**src/rtl/regfile_writeback.sv**
```systemverilog
// Write-side sequencer for the split 16-bit register file: buffers results in a FIFO and
// emits them as 16-bit half writes. Optional decode hazard port behind RW_SCOREBOARD_EN.
module regfile_writeback #(
    parameter int DEPTH = 2
) (
    input  logic        clk,
    input  logic        rst_n,
    input  logic        ex_valid,
    output logic        ex_ready,
    input  logic [4:0]  ex_rd,
    input  logic        ex_wide,
    input  logic        ex_half,
    input  logic [31:0] ex_result,
    input  logic        rw_hold,
    output logic        rw_clken,
    output logic        rw_half,
    output logic [4:0]  rw_rd,
    output logic [15:0] rw_result,
    output logic        rw_busy
`ifdef RW_SCOREBOARD_EN
    ,
    input  logic [4:0]  de_rs,
    input  logic        de_half,
    output logic        de_pending
`endif
);

    localparam int AW = $clog2(DEPTH);

    typedef struct packed {
        logic [4:0]  rd;
        logic        wide;
        logic        half;
        logic [31:0] result;
    } entry_t;

    typedef enum logic {
        IDLE,
        HIGH
    } state_t;

    entry_t        mem [DEPTH];
    logic [AW:0]   wr_ptr_reg, wr_ptr_next;
    logic [AW:0]   rd_ptr_reg, rd_ptr_next;
    state_t        state_reg, state_next;

    entry_t        head;
    entry_t        incoming;
    logic          empty;
    logic          full;
    logic          push;
    logic          pop;
    logic          write_en;

    assign head     = mem[rd_ptr_reg[AW-1:0]];
    assign incoming = '{rd: ex_rd, wide: ex_wide, half: ex_half, result: ex_result};
    assign empty    = (wr_ptr_reg == rd_ptr_reg);
    // Extra MSB differs only when the writer has lapped the reader.
    assign full     = (wr_ptr_reg[AW] != rd_ptr_reg[AW]) &&
                      (wr_ptr_reg[AW-1:0] == rd_ptr_reg[AW-1:0]);

    assign ex_ready = rst_n && !full;
    assign push     = ex_valid && ex_ready;

    always_comb begin
        pop        = 1'b0;
        write_en   = 1'b0;
        state_next = state_reg;
        if (rst_n && !empty && !rw_hold) begin
            if (state_reg == HIGH) begin
                pop        = 1'b1;
                write_en   = 1'b1;
                state_next = IDLE;
            end else if (head.rd == 5'd0) begin
                // r0 is hardwired zero in the register file, so just drop it.
                pop = 1'b1;
            end else if (head.wide) begin
                write_en   = 1'b1;
                state_next = HIGH;
            end else begin
                pop      = 1'b1;
                write_en = 1'b1;
            end
        end
    end

    always_comb begin
        wr_ptr_next = wr_ptr_reg;
        rd_ptr_next = rd_ptr_reg;
        if (push) begin
            wr_ptr_next = wr_ptr_reg + 1'b1;
        end
        if (pop) begin
            rd_ptr_next = rd_ptr_reg + 1'b1;
        end
    end

    always_comb begin
        rw_clken  = write_en;
        rw_half   = 1'b0;
        rw_rd     = 5'd0;
        rw_result = 16'd0;
        if (rst_n && !empty) begin
            rw_rd = head.rd;
            if (state_reg == HIGH) begin
                rw_half   = 1'b1;
                rw_result = head.result[31:16];
            end else begin
                rw_half   = head.wide ? 1'b0 : head.half;
                rw_result = head.result[15:0];
            end
        end
    end

    assign rw_busy = rst_n && (!empty || (state_reg == HIGH));

    always_ff @(posedge clk) begin
        if (!rst_n) begin
            wr_ptr_reg <= '0;
            rd_ptr_reg <= '0;
            state_reg  <= IDLE;
        end else begin
            wr_ptr_reg <= wr_ptr_next;
            rd_ptr_reg <= rd_ptr_next;
            state_reg  <= state_next;
        end
    end

    // Storage carries no reset; validity comes solely from the pointers.
    always_ff @(posedge clk) begin
        if (push) begin
            mem[wr_ptr_reg[AW-1:0]] <= incoming;
        end
    end

`ifdef RW_SCOREBOARD_EN
    logic [AW:0]      count;
    logic [DEPTH-1:0] pend_hit;

    assign count = wr_ptr_reg - rd_ptr_reg;

    for (genvar gi = 0; gi < DEPTH; gi++) begin : g_pend
        logic [AW-1:0] offset;
        logic          live;
        logic          covers;

        assign offset = AW'(gi) - rd_ptr_reg[AW-1:0];
        assign live   = ({1'b0, offset} < count);
        // Once the low half of the head has been written only the high half is outstanding.
        assign covers = mem[gi].wide ?
                        !((offset == '0) && (state_reg == HIGH) && !de_half) :
                        (mem[gi].half == de_half);
        assign pend_hit[gi] = live && covers && (mem[gi].rd == de_rs);
    end

    assign de_pending = rst_n && (de_rs != 5'd0) && (|pend_hit);
`endif

endmodule

```
**config.mk**
```make
export PLATFORM = sky130hd
export DESIGN_NAME = regfile_writeback
export DESIGN_NICKNAME = d
export VERILOG_FILES = /design/src/rtl/regfile_writeback.sv
export SDC_FILE = /design/constraint.sdc
export NUM_CORES = 1
export LEC_CHECK = 0
export ABC_AREA = 1
export CORE_UTILIZATION = 45
export DETAILED_ROUTE_END_ITERATION = 12
export PLACE_DENSITY = 0.72
export SETUP_SLACK_MARGIN = 0.02
export SLEW_MARGIN = 20
export SYNTH_ARGS = -nofsm -noshare
export SYNTH_HDL_FRONTEND = slang
export SYNTH_SLANG_ARGS = --single-unit
```
**constraint.sdc**
```tcl
create_clock -name clk -period 3.3 [get_ports clk]
set_input_delay 0.99 -clock clk [delete_from_list [all_inputs] [get_ports clk]]
set_output_delay 0.99 -clock clk [all_outputs]
set_load 0.01 [all_outputs]
```
---- Yosys cells after proc, flatten, opt, wreduce, memory -nomap -nowiden ----
Memories as Yosys holds them, arrays and structs flattened. A register that Yosys moved wholly into a read port is not among the register bits.
Cells that the tools add are included.
word-level totals
  memory bits (read-only) ................. 0
  output and inout port bits .............. 25
  memories ................................ 1
  input port bits ......................... 43
  latch bits .............................. 0
  RAM bits ................................ 78
  register bits after elaboration ......... 5
memories
  memory  depth  width  read ports  clocked after Yosys merged registers in  wr ports  RTL line  source
  mem     2      39     1           1                                        1         42        entry_t mem [DEPTH];
operators by class
  add/sub/neg operators ................... 2
  divide/modulo/power cells ............... 0
  multipliers ............................. 0
  bitwise logic cells ..................... 0
  reductions and logical operators ........ 11
  equal/unequal tests ..................... 3
  order comparisons ....................... 0
  shifts and indexed selects .............. 0
  muxes and demuxes ....................... 20
operators by type and width
  operator                                                        number
  16-bit 2-to-1 mux                                               2
  1-bit 2-to-1 mux                                                17
  1-bit logical AND                                               6
  5-bit logical NOT                                               1
  5-bit 2-to-1 mux                                                1
  2-bit by 1-bit adder with 2-bit output (second input constant)  2
  1-bit logical NOT                                               3
  2-bit equality test                                             1
  1-bit equality test                                             1
  1-bit logical OR                                                1
  1-bit inequality test                                           1

---- Longest topological paths before layout ----
Gate-level depths: netlist of run 1.
  depth in word-level cells ............... 7
  mapped depth ............................ 10

---- Worst setup path after synthesis of run 1 ----
Ideal clock, no wire load.
  path kind ............................... input -> register
  start ................................... input port rst_n
  end ..................................... memory mem[1][0] (netlist bit), enable pin
  arrival ................................. 3.099 ns
  library setup time ...................... 0.437 ns
  buffers on the path ..................... 1
  cell stages on the path ................. 3
  path slack .............................. -0.235 ns
  required time ........................... 2.863 ns
  path through ............................ clkbuf_1 > nand3_1 > nor2_1
on the way
  cells in the longest elaborated chain, start to end .. 4
ends and longest elaborated chain
  what                                    RTL line  source
  start: declaration                      7         input logic rst_n,
  1-bit logical AND                       62        assign ex_ready = rst_n && !full;
  1-bit logical AND                       63        assign push = ex_valid && ex_ready;
  1-bit 2-to-1 mux                        131       if (push) begin
  1-bit 2-to-1 mux (not written as such)  132       mem[wr_ptr_reg[AW-1:0]] <= incoming;
  end: declaration                        42
No other way between the ends.

---- Worst setup path in the final report of run 1 ----
  start ................................... input port rst_n
  end ..................................... output port rw_result[10]
on the way
  cells in the longest elaborated chain, start to end .. 2
ends and longest elaborated chain
  what               RTL line  source
  1-bit logical AND  103       if (rst_n && !empty) begin
  16-bit 2-to-1 mux  103
  end: declaration   18        output logic [15:0] rw_result,
No other way between the ends.

==> results of run 1 <==
## placed cells by master, fill, tap and decap left out, types with 2 or more instances in the layout
master	n
inv_1	7
clkdlybuf4s50_1	42
o21ai_1	28
edfxtp_1	78
o21ai_0	9
dlygate4sd2_1	24
nor2_1	73
buf_4	11
buf_12	2
nor2_4	2
nand2_2	3
dfxtp_1	6
a21oi_1	26
nand3_1	3
clkbuf_1	4
clkbuf_8	10
nand2_1	27
inv_2	4
## stage by stage
stage / instances / hold slack [ps]
global placement: 450 / 501
CTS: 466 / 521
floorplan: 285 / 471
finish: 466 / 514
global route: 466 / 577
detailed placement: 450 / 504
## kinds of logic after synthesis
| group | after synthesis | synth area share, % |
|---|---|---|
| AOI/OAI and AO/OA | 65 | 9.87 |
| DFF | 84 | 73.6 |
| and+or+nand+nor | 111 | 13.1 |
| buffers and inverters | 25 | 3.44 |
## final timing paths
check,startpoint,to,slack [ps],cells after the start
worst max-delay path,rst_n,rw_result[10],90,5
worst min register to register,rd_ptr_reg[0],rd_ptr_reg[0],510,2
worst min-delay path,rd_ptr_reg[0],rd_ptr_reg[0],510,2
worst max register to register,wr_ptr_reg[0],mem[1][33],1410,7
## tightest hold or removal path: cells and delay by family (launching register included)
kind            cells  cell delay (ps)
flops               1              350
simple gates        1               70
compound gates      1               60
## cell usage after synthesis (3+ instances only)
master,count
nand2_2,3
nor2_1,75
edfxtp_1,78
nand2_1,27
o21ai_0,9
inv_1,7
a21oi_1,26
inv_2,4
nand3_1,3
buf_2,8
clkbuf_1,3
dfxtp_1,6
o21ai_1,28
## where the power goes
group          switching, mW  internal (mW)  total (mW)
clock network          0.337          0.372       0.710
logic                  0.130          0.109       0.239
registers             0.0114           1.20        1.22
total                  0.479           1.69        2.16
## layer usage
metal	GRT usage (%)	vias up	part of all wire, %
li1	-	1143	-
met1	24.2	1047	43
met2	29.7	83	48
met3	4.10	10	7.4
met4	8.36	0	1.7
met5	0	-	0
## what timing repair did
action	in CTS	in global routing
setup endpoints to repair	25	1
setup buffers	0	0
hold buffers	0	0
resized for setup	25	1
cloned	0	0
## layout make-up
cell class | instances | area share [%]
tap | 99 | 2.84
multi-input combinational | 176 | 18.0
clock buffer | 14 | 3.50
timing repair buffer | 80 | 17.5
clock inverter | 2 | 0.860
sequential | 84 | 56.4
inverter | 11 | 0.946
==> metrics.txt, run 1 <==
Final #Nets=405; EDFF count, synth=78; DR WL/cell=14.1 um; Die Y=88.2 um; total power=2.16 mW; WP data required=2310 ps; number of synthesized register bits=84; VDD IR max=278 uV; post-DP HPWL=4.23 mm; Synth Area per Inst=11.7 um^2; final slew viol count=0; share of cells above drive strength 1=9.81%; CTS root buffer=clkbuf_8; setup_tns=0 ps; dominant synthesized flop cell=edfxtp_1; CP max stage delay=490 ps; utilization after layout=60.5%; crit-path max FO=12; largest net degree at the start of global routing=40; cell chain of the critical path=clkdlybuf4s50_1, nand2_1, buf_4, a21oi_1, dlygate4sd2_1; Crit path arrival time=2220 ps; Sink Count=84; Iter 0 DRT Violations=182; # DRC=0; Routed Antenna Nets=0; crit share post-route=97.2%; vias in the first global route=2199; Final Hold Viols=0; CP endpoint kind=primary output; RD Place Congestion=0.816; CTS clk-pin slew, worst paths=70 ps; Slew HR=71.6%; top-level port count=68; Die ar.=7790 um^2; core area=7210 um^2; initial antenna violation count=0; post-synthesis async set-or-reset flop share=0%; pre-CTS WS=-185 ps; CTS max path bufs=2; DRT Pass-1 Iters=6; CTS tree=yes; H-tree depth=3; CP top delay family=buffers and inverters; DR vias=2283; Fill cells=599; Max Fclk=312 MHz; min setup slack post-route=92.2 ps; post-synth top area share=70.0%; RSZ-0062 raised after global routing=false; Post-DP Area=4210 um^2; Buf+Inv Stages, Crit Path=3; Tmin final=3210 ps; clock latency at the later pin of the worst-skew pair=350 ps; yosys warns=0; register area=2460 um^2; Setup CP Type=in -> out; final wirelength=6.55 mm; CTS buffer count=9; Cell Area, Synth=3350 um^2; fin area=4370 um^2; Starting Density=46.4%; syn_nets=328; Hold Path Class=reg -> reg; Area Overhead vs Synth=30.4%; Seq/Total Area, Yosys=73.6%; P_leak=1.64 nW; Port-buffer cells=67; Synth area leaders=edfxtp_1, nor2_1, o21ai_1, a21oi_1, dfxtp_1; clk_skew=12.6 ps; Max Cap Viol=0; Tot GR Track Use=18.5%; ant diodes=0; Distinct cells, synth=21; Worst Max-Slew Pin Slew=426 ps; Post-Synthesis Cells=285; max FFs per register=78; vias per inst=4.90; status=complete, no violations; chip width=88.2 um; Slowest-stage cell, CP=clkdlybuf4s50_1; Cell Rows=31; pwr dens=496 nW/um^2; Synth area leader=edfxtp_1; grt total ovfl=0; first-pass GRT wire length=10.5 mm; multi-input logic area=785 um^2; critical path launch point type=input pin; Final setup viols=0
No activity file was read; power rests on OpenSTA's default activity.
==> run 2, diff against run 1 <==
--- a/config.mk
+++ b/config.mk
@@ -6,9 +6,12 @@
 export NUM_CORES = 1
 export LEC_CHECK = 0
 export ABC_AREA = 1
+export CORE_MARGIN = 2
 export CORE_UTILIZATION = 45
 export DETAILED_ROUTE_END_ITERATION = 12
-export PLACE_DENSITY = 0.72
+export DONT_BUFFER_PORTS = 1
+export GPL_TIMING_DRIVEN = 0
+export PLACE_DENSITY = 0.6
 export SETUP_SLACK_MARGIN = 0.02
 export SLEW_MARGIN = 20
 export SYNTH_ARGS = -nofsm -noshare
==> run 2 against run 1 <==
Effect of this change: clock power down 3.7%; sequential power about the same; global-route usage down 0.66 points; cell count down 14%; largest cell class unchanged; largest power group unchanged; critical endpoint is now rw_result[9]; total power down 4.6%; sequential share of layout area up 10 points.
==> metrics.txt, run 2 (synthesis gave the netlist of run 1 again) <==
P_leak=1.29 nW (was 1.64 nW); pwr dens=557 nW/um^2 (was 496 nW/um^2); clk_skew=5.98 ps (was 12.6 ps); Setup CP Type=in -> out (unchanged); VDD IR max=334 uV (was 278 uV); multi-input logic area=785 um^2 (unchanged); vias per inst=5.12 (was 4.90); status=complete, no violations (unchanged); CTS Hold Buffers Added=0 (unchanged); Fill cells=660 (was 599); Final Hold Viols=0 (unchanged); ant diodes=0 (unchanged); clock latency at the later pin of the worst-skew pair=350 ps (about the same); first-pass GRT wire length=10.7 mm (was 10.5 mm); Tot GR Track Use=17.8% (was 18.5%); Hold Path Class=reg -> reg (unchanged); chip width=90.2 um (was 88.2 um); setup_tns=0 ps (unchanged); RD Place Congestion=0.720 (was 0.816); Cell Rows=31 (unchanged); final slew viol count=0 (unchanged); CP endpoint kind=primary output (unchanged); crit-path max FO=10 (was 12); Die Y=90.2 um (was 88.2 um); Die ar.=8140 um^2 (was 7790 um^2); WP data required=2310 ps (about the same); Crit path arrival time=2100 ps (was 2220 ps); worst hold slack=520 ps (was 514 ps); CTS buffer count=9 (unchanged); initial antenna violation count=0 (unchanged); Final setup viols=0 (unchanged); grt total ovfl=0 (unchanged); top-level port count=68 (unchanged); DR WL/cell=16.9 um (was 14.1 um); DRT Pass-1 Iters=4 (was 6); leading cell type in the layout, fill and taps excluded=edfxtp_1 (unchanged); Tmin final=3090 ps (was 3210 ps); Area Overhead vs Synth=10.8% (was 30.4%); CTS tree=yes (unchanged); crit share post-route=93.6% (was 97.2%); largest net degree at the start of global routing=26 (was 40); Routed Antenna Nets=0 (unchanged); Iter 0 DRT Violations=126 (was 182); Final #Nets=341 (was 405); Port-buffer cells=0 (was 67); # DRC=0 (unchanged); post-DP HPWL=4.44 mm (was 4.23 mm); highest-count cells in the layout ignoring fill and taps=edfxtp_1, nor2_1, o21ai_1 (was edfxtp_1, nor2_1, clkdlybuf4s50_1); final wirelength=6.80 mm (was 6.55 mm); RSZ-0062 raised after global routing=false (unchanged); share of cells above drive strength 1=11.6% (was 9.81%); CTS max path bufs=2 (unchanged); min setup slack post-route=210 ps (was 92.2 ps); pre-CTS WS=197 ps (was -185 ps); number of setup buffers added after CTS=0 (unchanged); register area=2460 um^2 (unchanged); H-tree depth=3 (unchanged); Sink Count=84 (unchanged); Starting Density=46.4% (unchanged); CTS root buffer=clkbuf_8 (unchanged); max FFs per register=78 (unchanged); Slew HR=63.1% (was 71.6%); PostCTS Resize Cnt=0 (was 25); utilization after layout=51.4% (was 60.5%); Worst Max-Slew Pin Slew=552 ps (was 426 ps); CTS clk-pin slew, worst paths=80 ps (was 70 ps); Max Cap Viol=0 (unchanged); Max Fclk=324 MHz (was 312 MHz); critical path launch point type=input pin (unchanged); vias in the first global route=2065 (was 2199); DR vias=2059 (was 2283); core area=7210 um^2 (unchanged)
-- run 2: changes by cell type in the layout (fill, tap and decap cells not counted), sizes merged --
cell	before	now
clkbuf	14	12
clkinv	0	5
clkdlybuf4s15	1	0
clkdlybuf4s50	42	0
dlygate4sd2	24	0
-- run 2: routing by layer --
| metal | routed length, um | GRT usage, % | vias up |
|---|---|---|---|
| met2 | 3410 | 30.5 | 69 |
| met4 | 109 | 6.54 | 0 |
| met5 | 0 | 0 | - |
| met3 | 515 | 7.21 | 11 |
| met1 | 2770 | 20.0 | 964 |
| li1 | - | - | 1015 |
-- run 2: critical path, cell delays in order --
cell	delay, ps
clkbuf_1	270
nand2_1	230
buf_2	270
a21oi_1	340
-- run 2: stage by stage --
| stage | cell area (um^2) | std cells | total power, mW |
|---|---|---|---|
| global route | 3710 | 402 | 2.16 |
| CTS | 3710 | 402 | 2.08 |
| detailed placement | 3530 | 386 | 1.41 |
| global placement | 3480 | 384 | 1.40 |
| floorplan | 3350 | 285 | 1.36 |
| finish | 3710 | 402 | 2.06 |
-- run 2: path summary, 6_finish.rpt --
kind,start,to,slack (ps),depth (start not counted)
worst max register to register,wr_ptr_reg[0],mem[0][6],1280,7
worst min-delay path,wr_ptr_reg[1],wr_ptr_reg[1],520,3
worst min register to register,wr_ptr_reg[1],wr_ptr_reg[1],520,3
worst max-delay path,rst_n,rw_result[9],210,4
-- run 2: cell type report --
cell class                      instances  area share [%]
Inverter                               11            1.11
Tap cell                               99            3.34
Clock buffer                            9            3.34
Clock inverter                          7            1.55
Sequential cell                        84            66.4
Multi-Input combinational cell        176            21.2
Buffer                                 14            1.99
Timing Repair Buffer                    2            1.08
-- run 2: report_power, final --
part | internal (mW) | switching (mW) | total [mW]
Combinational | 0.0465 | 0.118 | 0.165
Clock | 0.338 | 0.346 | 0.684
Sequential | 1.21 | 0.0104 | 1.22
